==> src/rtl/vc_rr_arb_mux4_if.sv <==
// Bundle of the arbiter's handshake and message signals.
// master: the environment (drives requests and downstream ready).
// slave:  the arbiter (drives per-requester ready and the buffered output).
interface vc_rr_arb_mux4_if #(
   parameter int p_nbits = 32
);
   logic [3:0]         in_val;
   logic [3:0]         in_rdy;
   logic [p_nbits-1:0] in0_msg;
   logic [p_nbits-1:0] in1_msg;
   logic [p_nbits-1:0] in2_msg;
   logic [p_nbits-1:0] in3_msg;
   logic               out_val;
   logic               out_rdy;
   logic [p_nbits-1:0] out_msg;
   logic [1:0]         out_src;

   modport master (
      output in_val, in0_msg, in1_msg, in2_msg, in3_msg, out_rdy,
      input  in_rdy, out_val, out_msg, out_src
   );

   modport slave (
      input  in_val, in0_msg, in1_msg, in2_msg, in3_msg, out_rdy,
      output in_rdy, out_val, out_msg, out_src
   );
endinterface

==> src/rtl/vc_rr_arb_mux4.sv <==
// vc_rr_arb_mux4: 4-input round-robin arbiter feeding a one-entry output
// buffer. The winner's message and index are registered; out_src can steer
// a downstream 4:1 mux.
//
// Build option: define VC_RR_ARB_MUX4_PIPE_EN to let a draining buffer
// accept a new message in the same cycle (1 msg/cycle, adds a combinational
// out_rdy -> in_rdy path). Default build accepts only into an empty buffer
// (1 msg per 2 cycles, no out_rdy -> in_rdy path).
module vc_rr_arb_mux4 #(
   parameter int p_nbits = 32
) (
   input  logic               clk,
   input  logic               reset,   // synchronous, active low
   vc_rr_arb_mux4_if.slave    bus
);

   logic               full_reg, full_next;
   logic [p_nbits-1:0] msg_reg,  msg_next;
   logic [1:0]         src_reg,  src_next;
   logic [1:0]         ptr_reg,  ptr_next;

   logic [p_nbits-1:0] in_msgs [4];
   logic [3:0]         rot_val;     // in_val rotated so bit 0 is the ptr requester
   logic               grant_val;
   logic [1:0]         grant_off;   // winner's distance from ptr
   logic [1:0]         grant_idx;
   logic               accept_ok;
   logic               in_xfer;
   logic               out_xfer;

   assign in_msgs[0] = bus.in0_msg;
   assign in_msgs[1] = bus.in1_msg;
   assign in_msgs[2] = bus.in2_msg;
   assign in_msgs[3] = bus.in3_msg;

   genvar gi;
   generate
      for (gi = 0; gi < 4; gi++) begin : g_rot
         assign rot_val[gi] = bus.in_val[ptr_reg + 2'(gi)];
      end
   endgenerate

   // Fixed-priority pick on the rotated vector: lowest offset from ptr wins.
   always_comb begin
      grant_val = |rot_val;
      grant_off = 2'd0;
      for (int k = 3; k >= 0; k--) begin
         if (rot_val[k]) grant_off = 2'(k);
      end
   end

   assign grant_idx = ptr_reg + grant_off;

`ifdef VC_RR_ARB_MUX4_PIPE_EN
   assign accept_ok = !full_reg || bus.out_rdy;
`else
   assign accept_ok = !full_reg;
`endif

   // Ready goes only to the winner, and never while reset is held.
   assign in_xfer  = reset && grant_val && accept_ok;
   assign out_xfer = full_reg && bus.out_rdy;

   generate
      for (gi = 0; gi < 4; gi++) begin : g_rdy
         assign bus.in_rdy[gi] = in_xfer && (grant_idx == 2'(gi));
      end
   endgenerate

   // Buffer/pointer update: a load wins over a drain, so a simultaneous
   // drain and load keeps the buffer full with the new message.
   always_comb begin
      full_next = full_reg;
      msg_next  = msg_reg;
      src_next  = src_reg;
      ptr_next  = ptr_reg;
      if (in_xfer) begin
         full_next = 1'b1;
         msg_next  = in_msgs[grant_idx];
         src_next  = grant_idx;
         ptr_next  = grant_idx + 2'd1;
      end else if (out_xfer) begin
         full_next = 1'b0;
      end
   end

   // State registers with synchronous active-low clear.
   always_ff @(posedge clk) begin
      if (!reset) begin
         full_reg <= 1'b0;
         msg_reg  <= '0;
         src_reg  <= 2'd0;
         ptr_reg  <= 2'd0;
      end else begin
         full_reg <= full_next;
         msg_reg  <= msg_next;
         src_reg  <= src_next;
         ptr_reg  <= ptr_next;
      end
   end

   assign bus.out_val = full_reg;
   assign bus.out_msg = msg_reg;
   assign bus.out_src = src_reg;

endmodule

==> src/flat_wrapper.sv <==
// flat-port wrapper written by rule: the top's interface ports become plain ports
module vc_rr_arb_mux4_flat 
#(
   parameter int p_nbits = 32
)
  (clk, reset, bus_in_val, bus_in0_msg, bus_in1_msg, bus_in2_msg, bus_in3_msg, bus_out_rdy, bus_in_rdy, bus_out_val, bus_out_msg, bus_out_src);
  vc_rr_arb_mux4_if #(.p_nbits(p_nbits)) bus_i ();
  input  logic clk;
  input  logic reset;
  input wire logic [$bits(bus_i.in_val)-1:0] bus_in_val;
  input wire logic [$bits(bus_i.in0_msg)-1:0] bus_in0_msg;
  input wire logic [$bits(bus_i.in1_msg)-1:0] bus_in1_msg;
  input wire logic [$bits(bus_i.in2_msg)-1:0] bus_in2_msg;
  input wire logic [$bits(bus_i.in3_msg)-1:0] bus_in3_msg;
  input wire logic [$bits(bus_i.out_rdy)-1:0] bus_out_rdy;
  output wire logic [$bits(bus_i.in_rdy)-1:0] bus_in_rdy;
  output wire logic [$bits(bus_i.out_val)-1:0] bus_out_val;
  output wire logic [$bits(bus_i.out_msg)-1:0] bus_out_msg;
  output wire logic [$bits(bus_i.out_src)-1:0] bus_out_src;
  assign bus_i.in_val = bus_in_val;
  assign bus_i.in0_msg = bus_in0_msg;
  assign bus_i.in1_msg = bus_in1_msg;
  assign bus_i.in2_msg = bus_in2_msg;
  assign bus_i.in3_msg = bus_in3_msg;
  assign bus_i.out_rdy = bus_out_rdy;
  assign bus_in_rdy = bus_i.in_rdy;
  assign bus_out_val = bus_i.out_val;
  assign bus_out_msg = bus_i.out_msg;
  assign bus_out_src = bus_i.out_src;
  vc_rr_arb_mux4 #(.p_nbits(p_nbits)) u_core (.clk(clk), .reset(reset), .bus(bus_i));
endmodule
==> config.mk <==
export PLATFORM = sky130hd
export DESIGN_NAME = vc_rr_arb_mux4_flat
export DESIGN_NICKNAME = d
export VERILOG_FILES = /design/src/rtl/vc_rr_arb_mux4_if.sv /design/src/rtl/vc_rr_arb_mux4.sv /design/src/flat_wrapper.sv
export SDC_FILE = /design/constraint.sdc
export NUM_CORES = 1
export LEC_CHECK = 0
export BUFFER_PORTS_ARGS = -buffer_cell sky130_fd_sc_hd__buf_2
export CAP_MARGIN = 20
export CORE_ASPECT_RATIO = 0.9
export CORE_MARGIN = 4
export CORE_UTILIZATION = 44
export CTS_CLUSTER_DIAMETER = 200
export DETAILED_ROUTE_END_ITERATION = 7
export GPL_TIMING_DRIVEN = 0
export PLACE_DENSITY = 0.9
export SLEW_MARGIN = 15
export SYNTH_ARGS = -nofsm -noshare
export SYNTH_HDL_FRONTEND = slang
export SYNTH_SLANG_ARGS = --single-unit
==> constraint.sdc <==
create_clock -name clk -period 4.57 [get_ports clk]
set_input_delay 0.914 -clock clk [delete_from_list [all_inputs] [get_ports clk]]
set_output_delay 0.914 -clock clk [all_outputs]
set_load 0.1 [all_outputs]
==> impl_metrics.yaml <==
outcome:
  status: "complete, no violations"
worst_setup_path:
  path_cells: "buf_2 -> inv_1 -> nor3_1 -> a311oi_1 -> o211ai_1 -> ha_1 -> clkbuf_1 -> buf_2 -> inv_1 -> nor3_2 -> buf_2"
  start_kind: "input port"
  crit_path_end_kind: "output port"
  crit_fanout: 19
  criticalPathCategory: "in2out"
  critPathBufInv: 6
  cp_slowest_stage_delay_ns: 0.49
  cp_data_arrival_time_ns: 3.35
  cp_data_required_time_ns: 3.66
  crit_top_cell: "buf_2"
  cp_top_family: "buffers and inverters"
  cpMaxStageDelayCell: "buf_2"
pwr:
  share_seq_of_total_power_pct: 22.6
  vdd_drop_max_mv: 0.309
  p_clk_share_pct: 11.3
  leakage_uw: 0.00191
  p_per_area_mw_per_mm2: 509
  p_sw_uw: 1110
  p_sw_share_pct: 56.6
  p_int_uw: 855
  p_comb_share_pct: 66.1
die:
  rows: 27
  dieArea_mm2: 0.00772
  die_w_um: 92.2
  core_mm2: 0.00615
  start_util_pct: 45.6
  die_h_um: 83.8
  ios: 174
route:
  first_pass_iters: 7
  final_antenna_net_count: 0
  drc: 0
  routedWlPerCell_um: 18.1
  drtIter0Drc: 181
  viasPerCell: 6.01
  vias: 3297
  routed_wl_um: 9920
synthesis:
  yosys_warnings: 0
  seq_area_frac_synth_pct: 26.4
  synth_async_sr_flop_share_pct: 0
  yosys.area.top_type: "dfxtp_1"
  synth.ff_latch_count: 37
  syn_nets: 421
  netlist-cell-type-count: 36
  ys.flop_type: "dfxtp_1"
  yosys.area.top_type_share_pct: 26.4
  syn_area_per_cell_um2: 9.88
  synth_area_mm2: 0.00281
  synth-edff-count: 0
  synth.area.top_cells: "dfxtp_1 (26%), mux2i_1 (24%), o221ai_1 (20%)"
  synth_cells: 284
clocking:
  clock_path_buffers: 2
  cts.clk_slew.worst_paths_ns: 0.07
  cts_tree: "built"
  clk_latency_ns: 0.29
  cts.sinks: 37
  ctsRootBufferMaster: "clkbuf_8"
  post_cts_buffers: 0
  cts_hold_buf: 0
  htree_levels: 2
  numCtsBuffers: 5
finish:
  area_growth_pct: 37.6
  multiInputGateArea_mm2: 0.00183
  fin_cells: 549
  fill_cells: 544
  drive_above_1_share_pct: 43.7
  antenna_cells: 0
  finish.utilization_pct: 62.8
  fin_nets: 598
  largest_register_ffs: 32
  seq_area_um2: 741
global_routing:
  globalRouteOverflowTotal: 0
  antenna_found_initial: 0
  grt_max_degree: 20
  grt_pass1_wl_um: 15500
  grt_usage_pct: 24.2
  grt_pass1_vias: 3280
placed_design:
  place_inst: 542
  port_buffers: 171
  gp_congestion: 0.813
  dp_hpwl_um: 7680
worst_hold_path:
  hp-class: "reg2reg"
sta:
  finClkSkew_ns: 0.00607
  setup_viol: 0
  finalHoldViolCount: 0
  worst_slew_pin_slew_ns: 0.852
  finalMaxSlewViolations: 0
  final.min_clock_period_ns: 4.26
  finalCritPeriodShare_pct: 93.3
  maxSlewHeadroom_pct: 43.2
  fmax_mhz: 235
  rsz0062_at_grt: "no"
run:
  max-cap-violations: 0
-- through the flow --
stage                     setup TNS, ns  hold WS [ns]  power [uW]  instance area, um2  worst slack (ns)
after floorplan                  -0.310         0.698        1490                2820            -0.310
after CTS                             0         0.472        1970                3860             0.315
after detailed placement         -0.106         0.459        1750                3790            -0.106
after global routing                  0         0.496        2050                3860             0.113
after global placement          -0.0796         0.456        1720                3790           -0.0796
final                                 0         0.466        1970                3860             0.308
-- worst reg2reg max path: cells and delay by family (launching register included) --
| kind | cells | cell delay, ns |
|---|---|---|
| compound gates | 4 | 0.81 |
| fa+ha+maj | 1 | 0.30 |
| buf+inv | 4 | 1.65 |
| flops | 1 | 0.40 |
| mux | 1 | 0.39 |
| simple gates | 1 | 0.11 |
-- final timing paths --
check | startpoint | to | slack, ns | depth (start not counted)
max | bus_in_val[1] | bus_in_rdy[3] | 0.31 | 11
min | u_core.bus.out_src[0] | u_core.bus.out_src[0] | 0.47 | 2
max reg2reg | u_core.ptr_reg[0] | u_core.bus.out_msg[29] | 0.82 | 11
min reg2reg | u_core.bus.out_src[0] | u_core.bus.out_src[0] | 0.47 | 2
-- cells in the final DEF (no fill, tap or decap), types with 3 or more instances in the layout --
cell type / n
buf_2: 177
mux2i_1: 66
o221ai_1: 64
dfxtp_1: 37
a22o_1: 32
clkbuf_1: 19
buf_6: 11
nor2_1: 7
clkbuf_8: 5
inv_1: 4
o21ai_0: 3
nand2_1: 3
-- cell families (layout without fill, tap and decap cells) --
logic type      after synthesis  count (layout)  synth area share (%)
xor+xnor                      2               2                 0.624
simple gates                 24              24                  5.13
compound gates              112             112                  34.6
buf+inv                      41             219                  8.83
mux                          66              66                  23.5
flops                        37              37                  26.4
fa+ha+maj                     2               2                 0.892
-- area by class of cell --
| type | instances | share of cell area [%] |
|---|---|---|
| buffer | 36 | 5.93 |
| inverter | 4 | 0.389 |
| tap | 87 | 2.82 |
| sequential | 37 | 19.2 |
| clock buffer | 8 | 2.07 |
| multi-input combinational | 206 | 47.5 |
| timing repair buffer | 171 | 22.2 |
-- timing repair --
| action | in CTS | in global routing |
|---|---|---|
| hold endpoints to repair | 0 | 0 |
| resized for setup | 0 | 0 |
| endpoints found under the setup margin | 1 | 0 |
-- cell usage after synthesis (2+ instances only) --
cell      count
clkbuf_1     17
buf_2         6
nor3_1        3
buf_1         2
xnor2_1       2
o221ai_1     64
nand2_1       3
a22o_1       32
inv_1         4
buf_6        11
nand2b_1      2
mux2i_1      66
ha_1          2
o21ai_0       3
nand3_1       2
dfxtp_1      37
o211ai_1      2
o32ai_1       2
nor2_1        7
-- power groups by stage --
stage / logic (uW) / registers (uW) / clock network (uW)
CTS: 1300 / 444 / 227
global route: 1360 / 454 / 241
finish: 1300 / 445 / 222
floorplan: 486 / 1000 / 0
detailed placement: 1300 / 450 / 0
global placement: 1270 / 449 / 0
-- per-layer routing --
metal  vias to the layer above  wire, um  global-route usage [%]
li1                       1545         -                       -
met1                      1517      3840                    29.2
met2                       213      4860                    42.4
met3                        22      1060                    5.86
met4                         0       160                    6.75
met5                         -         0                       0
Power figures use the tool's default switching activity.
